File: src/rtl/program_sequencer_stk_pkg.sv
// Shared types and helpers for the program sequencer slice.
package ps_pkg;

    localparam int unsigned TGT_MAX_W = 32;

    // Source selected for the next fetch address, listed in priority order.
    typedef enum logic [2:0] {
        SRC_RESET,
        SRC_RET,
        SRC_CALL,
        SRC_IR,
        SRC_JMP,
        SRC_JNZ,
        SRC_HOLD,
        SRC_INC
    } next_src_t;

    // Coarse jump target: jmp_addr placed in the upper bits, zeros below.
    function automatic logic [TGT_MAX_W-1:0] jump_target(
        input logic [TGT_MAX_W-1:0] coarse,
        input int unsigned          addr_w,
        input int unsigned          jmp_w
    );
        return coarse << (addr_w - jmp_w);
    endfunction

endpackage

File: src/rtl/program_sequencer_stk_if.sv
// Decoder <-> sequencer bus: control requests in, fetch address and stack status out.
interface program_sequencer_stk_if #(
    parameter int unsigned ADDR_W      = 8,
    parameter int unsigned JMP_W       = 4,
    parameter int unsigned STACK_DEPTH = 4
);
    localparam int unsigned SP_W = $clog2(STACK_DEPTH + 1);

    logic              sync_reset;
    logic [JMP_W-1:0]  jmp_addr;
    logic [ADDR_W-1:0] ir;
    logic              jmp;
    logic              jmp_nz;
    logic              dont_jmp;
    logic              call;
    logic              ret;
    logic              hold;
    logic [ADDR_W-1:0] pm_addr;
    logic [ADDR_W-1:0] pc;
    logic [SP_W-1:0]   stack_level;
    logic              stack_overflow;
    logic              stack_underflow;
    logic [ADDR_W-1:0] from_PS;

    modport master (
        output sync_reset, jmp_addr, ir, jmp, jmp_nz, dont_jmp, call, ret, hold,
        input  pm_addr, pc, stack_level, stack_overflow, stack_underflow, from_PS
    );

    modport slave (
        input  sync_reset, jmp_addr, ir, jmp, jmp_nz, dont_jmp, call, ret, hold,
        output pm_addr, pc, stack_level, stack_overflow, stack_underflow, from_PS
    );

endinterface

File: src/rtl/program_sequencer_stk_stack.sv
// Return-address stack; push/pop requests are ignored when full/empty.
module ps_return_stack #(
    parameter  int unsigned DEPTH = 4,
    parameter  int unsigned W     = 8,
    localparam int unsigned LW    = $clog2(DEPTH + 1)
) (
    input  logic          clk,
    input  logic          reset_n,
    input  logic          push,
    input  logic          pop,
    input  logic          clear,
    input  logic [W-1:0]  din,
    output logic [W-1:0]  top,
    output logic [LW-1:0] level,
    output logic          full,
    output logic          empty
);
    logic [W-1:0]  mem [DEPTH];
    logic [LW-1:0] lvl_q;

    assign level = lvl_q;
    assign full  = (lvl_q == LW'(DEPTH));
    assign empty = (lvl_q == '0);

    // Entry storage and occupancy; clear only drops the level, contents stay.
    always_ff @(posedge clk or negedge reset_n) begin
        if (!reset_n) begin
            for (int unsigned i = 0; i < DEPTH; i++) mem[i] <= '0;
            lvl_q <= '0;
        end else if (clear) begin
            lvl_q <= '0;
        end else if (push && !full) begin
            for (int unsigned i = 0; i < DEPTH; i++) begin
                if (LW'(i) == lvl_q) mem[i] <= din;
            end
            lvl_q <= lvl_q + LW'(1);
        end else if (pop && !empty) begin
            lvl_q <= lvl_q - LW'(1);
        end
    end

    // Top-of-stack view, zero when empty.
    always_comb begin
        top = '0;
        for (int unsigned i = 0; i < DEPTH; i++) begin
            if (LW'(i + 1) == lvl_q) top = mem[i];
        end
    end

endmodule

File: src/rtl/program_sequencer_stk.sv
// Program sequencer: prioritised next-address mux, pc register, call/return stack.
module program_sequencer_stk
    import ps_pkg::*;
#(
    parameter int unsigned ADDR_W      = 8,
    parameter int unsigned JMP_W       = 4,
    parameter int unsigned STACK_DEPTH = 4
) (
    input  logic                   clk,
    input  logic                   reset_n,
    program_sequencer_stk_if.slave bus
);
    localparam int unsigned SP_W = $clog2(STACK_DEPTH + 1);

    next_src_t         src;
    logic [ADDR_W-1:0] pc_q;
    logic [ADDR_W-1:0] pc_inc;
    logic [ADDR_W-1:0] jmp_tgt;
    logic [ADDR_W-1:0] nxt;
    logic              ovf_q;
    logic              unf_q;
    logic [ADDR_W-1:0] stk_top;
    logic [SP_W-1:0]   stk_level;
    logic              stk_full;
    logic              stk_empty;

    assign pc_inc  = pc_q + ADDR_W'(1);
    assign jmp_tgt = ADDR_W'(jump_target(TGT_MAX_W'(bus.jmp_addr), ADDR_W, JMP_W));

    // Pick the single highest-priority request; only it has side effects.
    always_comb begin
        src = SRC_INC;
        if (bus.sync_reset)                    src = SRC_RESET;
        else if (bus.ret)                      src = SRC_RET;
        else if (bus.call)                     src = SRC_CALL;
        else if (bus.jmp && bus.jmp_nz)        src = SRC_IR;
        else if (bus.jmp)                      src = SRC_JMP;
        else if (bus.jmp_nz && !bus.dont_jmp)  src = SRC_JNZ;
        else if (bus.hold)                     src = SRC_HOLD;
    end

    // Next fetch address for the selected source.
    always_comb begin
        case (src)
            SRC_RESET: nxt = '0;
            SRC_RET:   nxt = stk_empty ? pc_inc : stk_top;
            SRC_CALL:  nxt = bus.ir;
            SRC_IR:    nxt = bus.ir;
            SRC_JMP:   nxt = jmp_tgt;
            SRC_JNZ:   nxt = jmp_tgt;
            SRC_HOLD:  nxt = pc_q;
            default:   nxt = pc_inc;
        endcase
    end

    ps_return_stack #(
        .DEPTH (STACK_DEPTH),
        .W     (ADDR_W)
    ) u_stack (
        .clk     (clk),
        .reset_n (reset_n),
        .push    (src == SRC_CALL),
        .pop     (src == SRC_RET),
        .clear   (src == SRC_RESET),
        .din     (pc_inc),
        .top     (stk_top),
        .level   (stk_level),
        .full    (stk_full),
        .empty   (stk_empty)
    );

    // Program counter and sticky stack health flags.
    always_ff @(posedge clk or negedge reset_n) begin
        if (!reset_n) begin
            pc_q  <= '0;
            ovf_q <= 1'b0;
            unf_q <= 1'b0;
        end else begin
            pc_q <= nxt;
            if (src == SRC_RESET) begin
                ovf_q <= 1'b0;
                unf_q <= 1'b0;
            end else begin
                if (src == SRC_CALL && stk_full)  ovf_q <= 1'b1;
                if (src == SRC_RET  && stk_empty) unf_q <= 1'b1;
            end
        end
    end

    assign bus.pm_addr         = reset_n ? nxt : '0;
    assign bus.pc              = pc_q;
    assign bus.stack_level     = stk_level;
    assign bus.stack_overflow  = ovf_q;
    assign bus.stack_underflow = unf_q;
    assign bus.from_PS         = stk_top;

endmodule

File: src/flat_wrapper.sv
// flat-port wrapper written by rule: the top's interface ports become plain ports
module program_sequencer_stk_flat import ps_pkg::*;
#(
    parameter int unsigned ADDR_W      = 8,
    parameter int unsigned JMP_W       = 4,
    parameter int unsigned STACK_DEPTH = 4
)
  (clk, reset_n, bus_sync_reset, bus_jmp_addr, bus_ir, bus_jmp, bus_jmp_nz, bus_dont_jmp, bus_call, bus_ret, bus_hold, bus_pm_addr, bus_pc, bus_stack_level, bus_stack_overflow, bus_stack_underflow, bus_from_PS);
  program_sequencer_stk_if #(.ADDR_W(ADDR_W), .JMP_W(JMP_W), .STACK_DEPTH(STACK_DEPTH)) bus_i ();
  input  logic clk;
  input  logic reset_n;
  input wire logic [$bits(bus_i.sync_reset)-1:0] bus_sync_reset;
  input wire logic [$bits(bus_i.jmp_addr)-1:0] bus_jmp_addr;
  input wire logic [$bits(bus_i.ir)-1:0] bus_ir;
  input wire logic [$bits(bus_i.jmp)-1:0] bus_jmp;
  input wire logic [$bits(bus_i.jmp_nz)-1:0] bus_jmp_nz;
  input wire logic [$bits(bus_i.dont_jmp)-1:0] bus_dont_jmp;
  input wire logic [$bits(bus_i.call)-1:0] bus_call;
  input wire logic [$bits(bus_i.ret)-1:0] bus_ret;
  input wire logic [$bits(bus_i.hold)-1:0] bus_hold;
  output wire logic [$bits(bus_i.pm_addr)-1:0] bus_pm_addr;
  output wire logic [$bits(bus_i.pc)-1:0] bus_pc;
  output wire logic [$bits(bus_i.stack_level)-1:0] bus_stack_level;
  output wire logic [$bits(bus_i.stack_overflow)-1:0] bus_stack_overflow;
  output wire logic [$bits(bus_i.stack_underflow)-1:0] bus_stack_underflow;
  output wire logic [$bits(bus_i.from_PS)-1:0] bus_from_PS;
  assign bus_i.sync_reset = bus_sync_reset;
  assign bus_i.jmp_addr = bus_jmp_addr;
  assign bus_i.ir = bus_ir;
  assign bus_i.jmp = bus_jmp;
  assign bus_i.jmp_nz = bus_jmp_nz;
  assign bus_i.dont_jmp = bus_dont_jmp;
  assign bus_i.call = bus_call;
  assign bus_i.ret = bus_ret;
  assign bus_i.hold = bus_hold;
  assign bus_pm_addr = bus_i.pm_addr;
  assign bus_pc = bus_i.pc;
  assign bus_stack_level = bus_i.stack_level;
  assign bus_stack_overflow = bus_i.stack_overflow;
  assign bus_stack_underflow = bus_i.stack_underflow;
  assign bus_from_PS = bus_i.from_PS;
  program_sequencer_stk #(.ADDR_W(ADDR_W), .JMP_W(JMP_W), .STACK_DEPTH(STACK_DEPTH)) u_core (.clk(clk), .reset_n(reset_n), .bus(bus_i));
endmodule
File: config.mk
export PLATFORM = sky130hd
export DESIGN_NAME = program_sequencer_stk_flat
export DESIGN_NICKNAME = d
export VERILOG_FILES = /design/src/rtl/program_sequencer_stk_pkg.sv /design/src/rtl/program_sequencer_stk_if.sv /design/src/rtl/program_sequencer_stk_stack.sv /design/src/rtl/program_sequencer_stk.sv /design/src/flat_wrapper.sv
export SDC_FILE = /design/constraint.sdc
export NUM_CORES = 1
export LEC_CHECK = 0
export CAP_MARGIN = 10
export CORE_MARGIN = 2
export CORE_UTILIZATION = 35
export CTS_CLUSTER_DIAMETER = 60
export DETAILED_ROUTE_END_ITERATION = 7
export GPL_TIMING_DRIVEN = 0
export PLACE_DENSITY = 0.63
export SYNTH_ARGS = -nofsm -noshare
export SYNTH_HDL_FRONTEND = slang
export SYNTH_SLANG_ARGS = --single-unit
File: constraint.sdc
create_clock -name clk -period 3 [get_ports clk]
set_input_delay 0.45 -clock clk [delete_from_list [all_inputs] [get_ports clk]]
set_output_delay 0.45 -clock clk [all_outputs]
set_load 0.02 [all_outputs]
Yosys cells after proc, flatten, opt, wreduce, memory -nomap -nowiden
Index checks and enable logic that the tools add are counted.

storage, ports and cells
  register bits = 45
  input bits = 21
  output and inout bits = 29
  logic and storage cells = 64

cells by class
  $add $sub $neg = 3
  equal/unequal tests = 11
  muxes and demuxes = 21
  bitwise operators = 1
  reduce and logical (&&, ||, !) cells = 20

operators by type and width
  cell                 count
  $mux 8               6
  $pmux 8 s5           1
  $mux 3               9
  $eq 3x3->1 const B   4
  $reduce_and 3->1     4
  $add 8x1->8 const B  1
  $eq 2x3->1 const A   2
  $eq 3x2->1 const B   2
  $logic_and 1x1->1    6
  $logic_not 3->1      2
  $mux 1               5
  $reduce_bool 2->1    2
  $reduce_or 2->1      2
  $add 3x1->3 const B  1
  $eq 1x3->1 const A   1
  $eq 3x1->1 const B   1
  $eq 3x3->1 const A   1
  $logic_not 1->1      3
  $reduce_bool 3->1    1
  $sub 3x1->3 const B  1
  $not 1->1            1

Longest topological paths before layout
Gate-level depths: netlist (run 1).

  depth in word-level cells = 13
  mapped depth = 10
  depth with buffers taken out = 7

Cells and area by module
From an unflattened synthesis (run 1), not the netlist that was laid out.

second synthesis, totals
  cells, all modules = 276
  area, all modules = 2855.2 sq um

modules (own cells, without submodules)
  module                 times used  cells an instance  area each (sq um)  seq. area each (sq um)
  ps_return_stack        1           147                1845.5             875.8
  program_sequencer_stk  1           129                1009.7             250.2

Worst setup path before layout (run 1)
No wires, ideal clock.

  kind = reg2out
  start = register u_core.u_stack.lvl_q[2] (netlist: u_core.u_stack.level[2])
  end = output bus_pm_addr[0]
  arrival = 2.781 ns
  required time = 2.550 ns
  path slack = -0.231 ns
  cell stages (with the launch flop) = 10
  path buffers = 2
  cells stage by stage = dfrtp_1 -> buf_2 -> inv_1 -> ha_1 -> buf_2 -> nor4b_1 -> nand2_1 -> a21oi_1 -> a221oi_1 -> a211oi_1

between the ends
  word-level cells in the longest chain between the ends = 8
  elaborated cells on any way between the ends = 12
  those cells by class = eq/ne: 4; mux: 7; reduce/logical: 1

ends and longest elaborated chain
  what                    RTL line                           text
  from (decl)             program_sequencer_stk_stack.sv:19  logic [LW-1:0] lvl_q;
  from (signal assigned)  program_sequencer_stk_stack.sv:36  lvl_q <= lvl_q + LW'(1);
  from (signal assigned)  program_sequencer_stk_stack.sv:38  lvl_q <= lvl_q - LW'(1);
  $eq 1x3->1              program_sequencer_stk_stack.sv:46  if (LW'(i + 1) == lvl_q) top = mem[i];
  $mux 8 (3 in a row)     program_sequencer_stk_stack.sv:46
  $mux 8 *                program_sequencer_stk_stack.sv:46
  net bus_from_PS[0]      flat_wrapper.sv:26                 output wire logic [$bits(bus_i.from_PS)-1:0] bus_from_PS;
  $mux 8 *                program_sequencer_stk.sv:46        SRC_RET: nxt = stk_empty ? pc_inc : stk_top;
  $pmux 8 s5 *            program_sequencer_stk.sv:44        case (src)
  $mux 8 *                program_sequencer_stk.sv:90        assign bus.pm_addr = reset_n ? nxt : '0;
  to (decl)               flat_wrapper.sv:21                 output wire logic [$bits(bus_i.pm_addr)-1:0] bus_pm_addr;

The timed path passes the listed nets; every way through them passes the cells marked *.

Worst setup path after layout (run 1)
  start = input bus_sync_reset
  end = output bus_pm_addr[5]

between the ends
  word-level cells in the longest chain between the ends = 5
  elaborated cells on any way between the ends = 12
  those cells by class = eq/ne: 6; mux: 3; reduce/logical: 3

ends and longest elaborated chain
  what                                      RTL line                     text
  from (decl)                               flat_wrapper.sv:12           input wire logic [$bits(bus_i.sync_reset)-1:0] bus_sync_reset;
  $mux 3 *                                  program_sequencer_stk.sv:33  if (bus.sync_reset) src = SRC_RESET;
  $eq 3x3->1 or $eq 3x2->1 (tied branches)  program_sequencer_stk.sv:44
  $reduce_or 2->1 (no source line)          n/a
  $pmux 8 s5 *                              program_sequencer_stk.sv:44
  net u_core.nxt[5]                         program_sequencer_stk.sv:19  logic [ADDR_W-1:0] nxt;
  $mux 8 *                                  program_sequencer_stk.sv:90

Marks and branches as above.

==> results of run 1 <==
[worst min-delay path by stage]
stage,start,endpoint,slack [ns],cells past startpoint
final,reset_n,u_core.bus.pc[5],0.04,1
after global routing,reset_n,u_core.bus.pc[5],0.06,1
after CTS,reset_n,u_core.bus.pc[5],0.05,1
after detailed placement,reset_n,u_core.bus.stack_underflow,0.37,1
after global placement,u_core.u_stack.mem[15],u_core.u_stack.mem[15],0.46,2
after floorplan,reset_n,u_core.bus.pc[0],0.15,0
[layer usage]
layer | wire [um] | vias to the layer above
li1 | - | 1147
met1 | 3510 | 1185
met2 | 3740 | 51
met3 | 341 | 8
met4 | 85 | 0
met5 | 0 | -
[cells in the mapped netlist (all sizes together) (8+ instances only)]
cell type | number | area, um^2
dfrtp | 45 | 1130
nand3b | 8 | 60.1
a21oi | 13 | 65.1
nand2 | 50 | 188
nor2 | 16 | 60.1
o21ai | 32 | 160
a221oi | 10 | 87.6
inv | 12 | 45.0
[logic make-up (layout without fill, tap and decap cells)]
logic type / count (synthesis) / count (layout) / synth area share (%)
simple gates: 113 / 113 / 22.5
fa+ha+maj: 7 / 7 / 3.49
buf+inv: 24 / 98 / 4.39
mux: 1 / 1 / 0.399
compound gates: 83 / 83 / 21.6
flops: 45 / 45 / 44.9
xor+xnor: 8 / 8 / 2.79
[through the flow]
step | instance area (um^2) | setup slack [ns] | util, % | TNS [ns]
after floorplan | 2520 | -0.0616 | - | -0.0616
after global placement | 3130 | -1.39 | 45.6 | -9.78
after detailed placement | 3150 | -0.633 | 45.8 | -5.66
after CTS | 3410 | 0.000465 | 49.6 | 0
after global routing | 3540 | -0.110 | 51.5 | -0.146
final | 3540 | 0.0562 | 51.5 | 0
[state kept, by name (all words and copies together), names as in the netlist]
signal,count
u_core.bus.pc,8
u_core.u_stack.level,3
u_core.bus.stack_overflow,1
u_core.bus.stack_underflow,1
u_core.u_stack.mem,32
[area by class of cell]
| cell class | count | area (um^2) |
|---|---|---|
| tap | 96 | 120 |
| clock inverter | 2 | 10.0 |
| buffer | 11 | 83.8 |
| fill | 652 | 3330 |
| clock buffer | 6 | 72.6 |
| timing repair buffer | 67 | 614 |
| multi-input combinational | 212 | 1460 |
| sequential | 45 | 1130 |
| inverter | 12 | 45.0 |
[worst register-to-register path: cells and delay by family, from the launching register on]
kind                     cells  cell delay (ns)
AO/OA/AOI/OAI                1             0.08
buffers and inverters        3             0.48
AND/OR/NAND/NOR              4             0.94
adder cells (fa/ha/maj)      1             0.26
flip-flops                   1             0.42
[power by group]
part	leakage [nW]	switching (mW)	total, mW	internal [mW]
logic	0.895	0.291	0.518	0.227
clock network	0.0450	0.218	0.380	0.162
registers	0.608	0.0713	0.770	0.699
total	1.55	0.580	1.67	1.09
[what timing repair did]
item | in CTS | in global routing
resized for setup | 63 | 26
setup endpoints to repair | 16 | 10
hold buffers | 0 | 0
endpoints found under the hold margin | 0 | 0
gates cloned | 0 | 1
pin swaps | 4 | 15
setup buffers | 7 | 9
==> out/metrics.cfg, run 1 <==
[layout]
diodes=0
fin_nets=382
layout_commonest_cell=nand2_1
final_cell_mix=50 x nand2_1, 44 x dfrtp_1, 32 x o21ai_0
drive_gt1_share_pct=22.3
area_delta_synth_final_pct=41.1
stdcell_count=451

[die]
die_x_um=88.6
rows=30
die_area_um2=7860
coreArea_um2=6870
die_y_um=88.6
initial_core_util_pct=36.5
io_pins=50

[clock_network]
h-tree-depth=2
cts_buffers=5
cts-root-buf=clkbuf_8
clk-insertion-delay-late_ns=0.31
cts_num_sinks=45
cts_tree=done
clock_path_buffers=2
clk_pin_slew_worst_paths_ns=0.09

[placement]
dp.cells=427
hpwl_um=5540
io_buffers=49
gp_congestion=0.849

[timing]
finalSetupViolations=0
fin_crit_ns=2.94
max_slew.worst_pin.slew_ns=0.594
hold-worst-slack_ns=0.0382
fmax_mhz=340
grt_setup_unrepaired=yes
slew_viol_final=0
post-route-period-util_pct=98.1
max-slew-margin-rel_pct=60.2
hold_violations=0
finalClockSkew_ns=0.00841

[power]
finalPower_mw=1.67
p_leak_nw=1.55
power_density_nw_per_um2=472
ir_worst_vdd_mv=0.206

[global_route]
grt_pass1_vias=2373
use_met2_pct=31.3
grt_max_degree=39
use_met1_pct=27.6
gr-total-overflow=0
grt_use_met3_pct=3.92
antenna_found_initial=0
grt_pass1_wl_um=11900
grt_util_all_layers_pct=20.0
grt.busiest_layer=met2

[logic_synthesis]
synth_edf_count=0
synthFlopType=dfrtp_1
syn_area_um2=2510
ys_types=43
synthCells=281
async_flop_share_pct=100
yosysSeqAreaShare_pct=44.9
ys_seq_elements=45
synth.net_count=309
synth.avg_cell_area_um2=8.92
ys_warn_count=0

[routing]
wl_um=7670
wl_per_cell_um=17.0
drt_iter0_markers=138
viasPerCell=5.30
dr.pass1.iters=4
ant_nets=0
num_vias=2391
drc=0

[critical_path]
cp_num_cells=8
reg2reg_depth=9
timing.rr.end=u_core.u_stack.mem[5]
crit_type=input port to primary output
cpMaxStageDelayCell=clkdlybuf4s50_1
worst-r2r-setup-slack_ns=0.70
crit_fanout=10
crit_end=bus_pm_addr[5]
crit_start=bus_sync_reset
cpPeakStageDelay_ns=0.46
cp_cell_sequence=clkdlybuf4s50_1 > buf_2 > nand2b_1 > nor2_2 > a32oi_1 > o211ai_1 > and2_1 > clkdlybuf4s15_2
crit_buf_inv=3
end_kind=primary output
crit_family=buffers and inverters
critPathLaunchType=input port
reg2reg_from=u_core.u_stack.level[0]
required_ns=2.55
critPathArrivalTime_ns=2.49

[outcome]
outcome=finished, final reports clean

[worst_hold_path]
holdCritPathClass=input port to async pin

[flow_run]
cap_violations=0

No activity file was read; power rests on OpenSTA's default activity.
==> run 2, diff against run 1 <==
--- a/config.mk
+++ b/config.mk
@@ -5,6 +5,7 @@
 export SDC_FILE = /design/constraint.sdc
 export NUM_CORES = 1
 export LEC_CHECK = 0
+export ABC_AREA = 0
 export CAP_MARGIN = 10
 export CORE_MARGIN = 2
 export CORE_UTILIZATION = 35
==> results of run 2 <==
No change in the layout: final DEF, timing and power equal those of run 1.
==> run 3, diff against run 2 <==
--- a/config.mk
+++ b/config.mk
@@ -5,14 +5,14 @@
 export SDC_FILE = /design/constraint.sdc
 export NUM_CORES = 1
 export LEC_CHECK = 0
-export ABC_AREA = 0
 export CAP_MARGIN = 10
 export CORE_MARGIN = 2
 export CORE_UTILIZATION = 35
 export CTS_CLUSTER_DIAMETER = 60
 export DETAILED_ROUTE_END_ITERATION = 7
 export GPL_TIMING_DRIVEN = 0
-export PLACE_DENSITY = 0.63
+export PLACE_DENSITY = 0.62
 export SYNTH_ARGS = -nofsm -noshare
 export SYNTH_HDL_FRONTEND = slang
+export SYNTH_HIERARCHICAL = 1
 export SYNTH_SLANG_ARGS = --single-unit
==> out/metrics.cfg, run 3 <==
[layout]
regMostFlops=u_core/u_stack/mem
fin_nets=373
utilization_pct=50.0
drive_gt1_share_pct=34.1
final_cell_mix=43 x dfrtp_1, 34 x clkdlybuf4s50_1, 31 x mux2_2
diodes=0
layout_commonest_cell=dfrtp_1
fillers=741
design_area_um2=3900
regArea_um2=1130
multi_input_area_um2=1810
largest_register_ff_count=32
area_delta_synth_final_pct=36.7

[global_route]
antenna_found_initial=0
grt_util_all_layers_pct=18.5
grt_max_degree=39
gr-total-overflow=0
grt_pass1_wl_um=12800
grt_pass1_vias=2519

[die]
die_x_um=94.3
rows=32
initial_core_util_pct=36.6
io_pins=50
die_y_um=94.3
die_area_um2=8900
coreArea_um2=7810

[clock_network]
cts_buffers=5
cts_num_sinks=45
clk-insertion-delay-late_ns=0.31
h-tree-depth=2
cts-root-buf=clkbuf_8
clk_pin_slew_worst_paths_ns=0.09
cts_tree=done
cts_hold_buf=0
clock_path_buffers=2

[routing]
wl_per_cell_um=17.6
drt_iter0_markers=96
num_vias=2513
viasPerCell=5.61
dr.pass1.iters=5
wl_um=7890
drc=0
ant_nets=0

[timing]
finalSetupViolations=5
fmax_mhz=323
max-slew-margin-rel_pct=57.1
finalClockSkew_ns=0.00896
slew_viol_final=0
max_slew.worst_pin.slew_ns=0.641
layout_setup_ws_ns=-0.0940
grt_setup_unrepaired=yes
hold_violations=0
fin_crit_ns=3.09
post-route-period-util_pct=103

[power]
p_leak_nw=1.75
ir_worst_vdd_mv=0.243
power_density_nw_per_um2=528

[flow_run]
cap_violations=0

[placement]
io_buffers=48
place_area_um2=3510
gp_congestion=0.976
hpwl_um=5840

[outcome]
failed_checks=setup timing
outcome=finished, violations left

[logic_synthesis]
synth.avg_cell_area_um2=10.3
synth_edf_count=0
ys_warn_count=6
async_flop_share_pct=100
synth_top_cell_area_share_pct=39.4
syn_area_um2=2860
netlist_top_cells_count=45 x dfrtp_1, 32 x mux2_2, 23 x nor2_1
synthFlopType=dfrtp_1
yosysSeqAreaShare_pct=39.4
synth_area_leaders=dfrtp_1 39%, mux2_2 13%, ha_1 3.1%
ys_types=64
synth.net_count=304
synthCells=276
synth_most_common_cell=dfrtp_1
yosys.area.top_type=dfrtp_1
ys_seq_elements=45

[critical_path]
cpPeakStageDelay_ns=0.45
crit_type=flip-flop to primary output
critPathArrivalTime_ns=2.64
cpMaxStageDelayCell=dfrtp_2
critPathLaunchType=flip-flop
crit_fanout=8
required_ns=2.55
end_kind=primary output
cp_cell_sequence=inv_2 > ha_4 > nor2b_4 > buf_8 > a221oi_4 > nor3_2 > a221o_1 > mux2_4 > a22oi_2 > a211oi_2 > buf_4

[worst_hold_path]
holdCritPathClass=input port to async pin

[run 3: changes by cell type after synthesis, sizes merged, moves of 4 or more]
cell	change
a21o	+4
a21oi	-5
a221o	+6
and2	-4
mux2	+33
nand2	-43
nand3b	-7
nor2	+9
nor2b	+9
o21ai	-24
[run 3: kinds of logic (layout without fill, tap and decap cells)]
| logic type | after synthesis | in the layout | share of synthesized area [%] |
|---|---|---|---|
| simple gates | 83 | 83 | 17.7 |
| fa+ha+maj | 7 | 7 | 3.07 |
| compound gates | 74 | 74 | 20.2 |
| mux | 34 | 34 | 13.4 |
| xor+xnor | 6 | 6 | 1.84 |
| flops | 45 | 45 | 39.4 |
| buf+inv | 27 | 97 | 4.29 |
[run 3: layer usage]
metal	vias up	wire length (um)	GRT usage, %
met5	-	0	0
met3	10	323	2.49
met2	63	3880	32.8
met4	0	146	6.52
met1	1263	3540	22.9
li1	1177	-	-
[run 3: final timing paths]
path,start,end,slack [ns],depth (start not counted)
worst min-delay path,reset_n,u_core/u_stack/level[0],0.02,1
worst max-delay path,u_core/u_stack/level[1],bus_pm_addr[2],-0.09,11
min in group clk,u_core/u_stack/mem[19],u_core/u_stack/mem[19],0.52,1
max in group asynchronous,reset_n,u_core/u_stack/level[1],2.49,2
worst max register to register,u_core/u_stack/level[1],u_core/bus.pc[5],0.60,11
worst min register to register,u_core/u_stack/mem[19],u_core/u_stack/mem[19],0.52,1
[run 3: critical path: cells and delay by family, from the launching register on]
family | cells | cell delay [ns]
compound gates | 4 | 0.89
fa+ha+maj | 1 | 0.16
buf+inv | 3 | 0.39
flops | 1 | 0.45
mux | 1 | 0.28
simple gates | 2 | 0.18
[run 3: through the flow]
step                TNS (ns)  setup slack (ns)  total power [mW]  std cells  hold slack [ns]
floorplan                  0            0.0105              1.25        276            0.154
global placement      -13.16             -1.75              1.50        426            0.469
detailed placement     -4.35            -0.574              1.52        427            0.360
CTS                   -0.281            -0.107              2.00        444           0.0232
global route           -1.09            -0.219              2.18        448           0.0280
finish                -0.274           -0.0940              2.06        448           0.0159
[run 3: cell type report]
class,count,share of cell area (%)
buffer,11,2.50
clock buffer,5,1.76
clock inverter,3,0.673
inverter,15,1.44
multi-input combinational,204,46.3
sequential,45,28.9
tap,102,3.27
timing repair buffer,63,15.2
[run 3: repair_timing]
| item | 4_1_cts | 5_1_grt |
|---|---|---|
| setup buffers | 9 | 5 |
| gates cloned | 0 | 0 |
| pin swaps | 9 | 10 |
| endpoints found under the setup margin | 16 | 13 |
| resized for setup | 74 | 22 |
[run 3: power by group]
part           switching, mW  leakage, nW  internal (mW)
clock                  0.243       0.0495          0.173
combinational          0.421         1.10          0.396
sequential             0.105        0.606          0.721
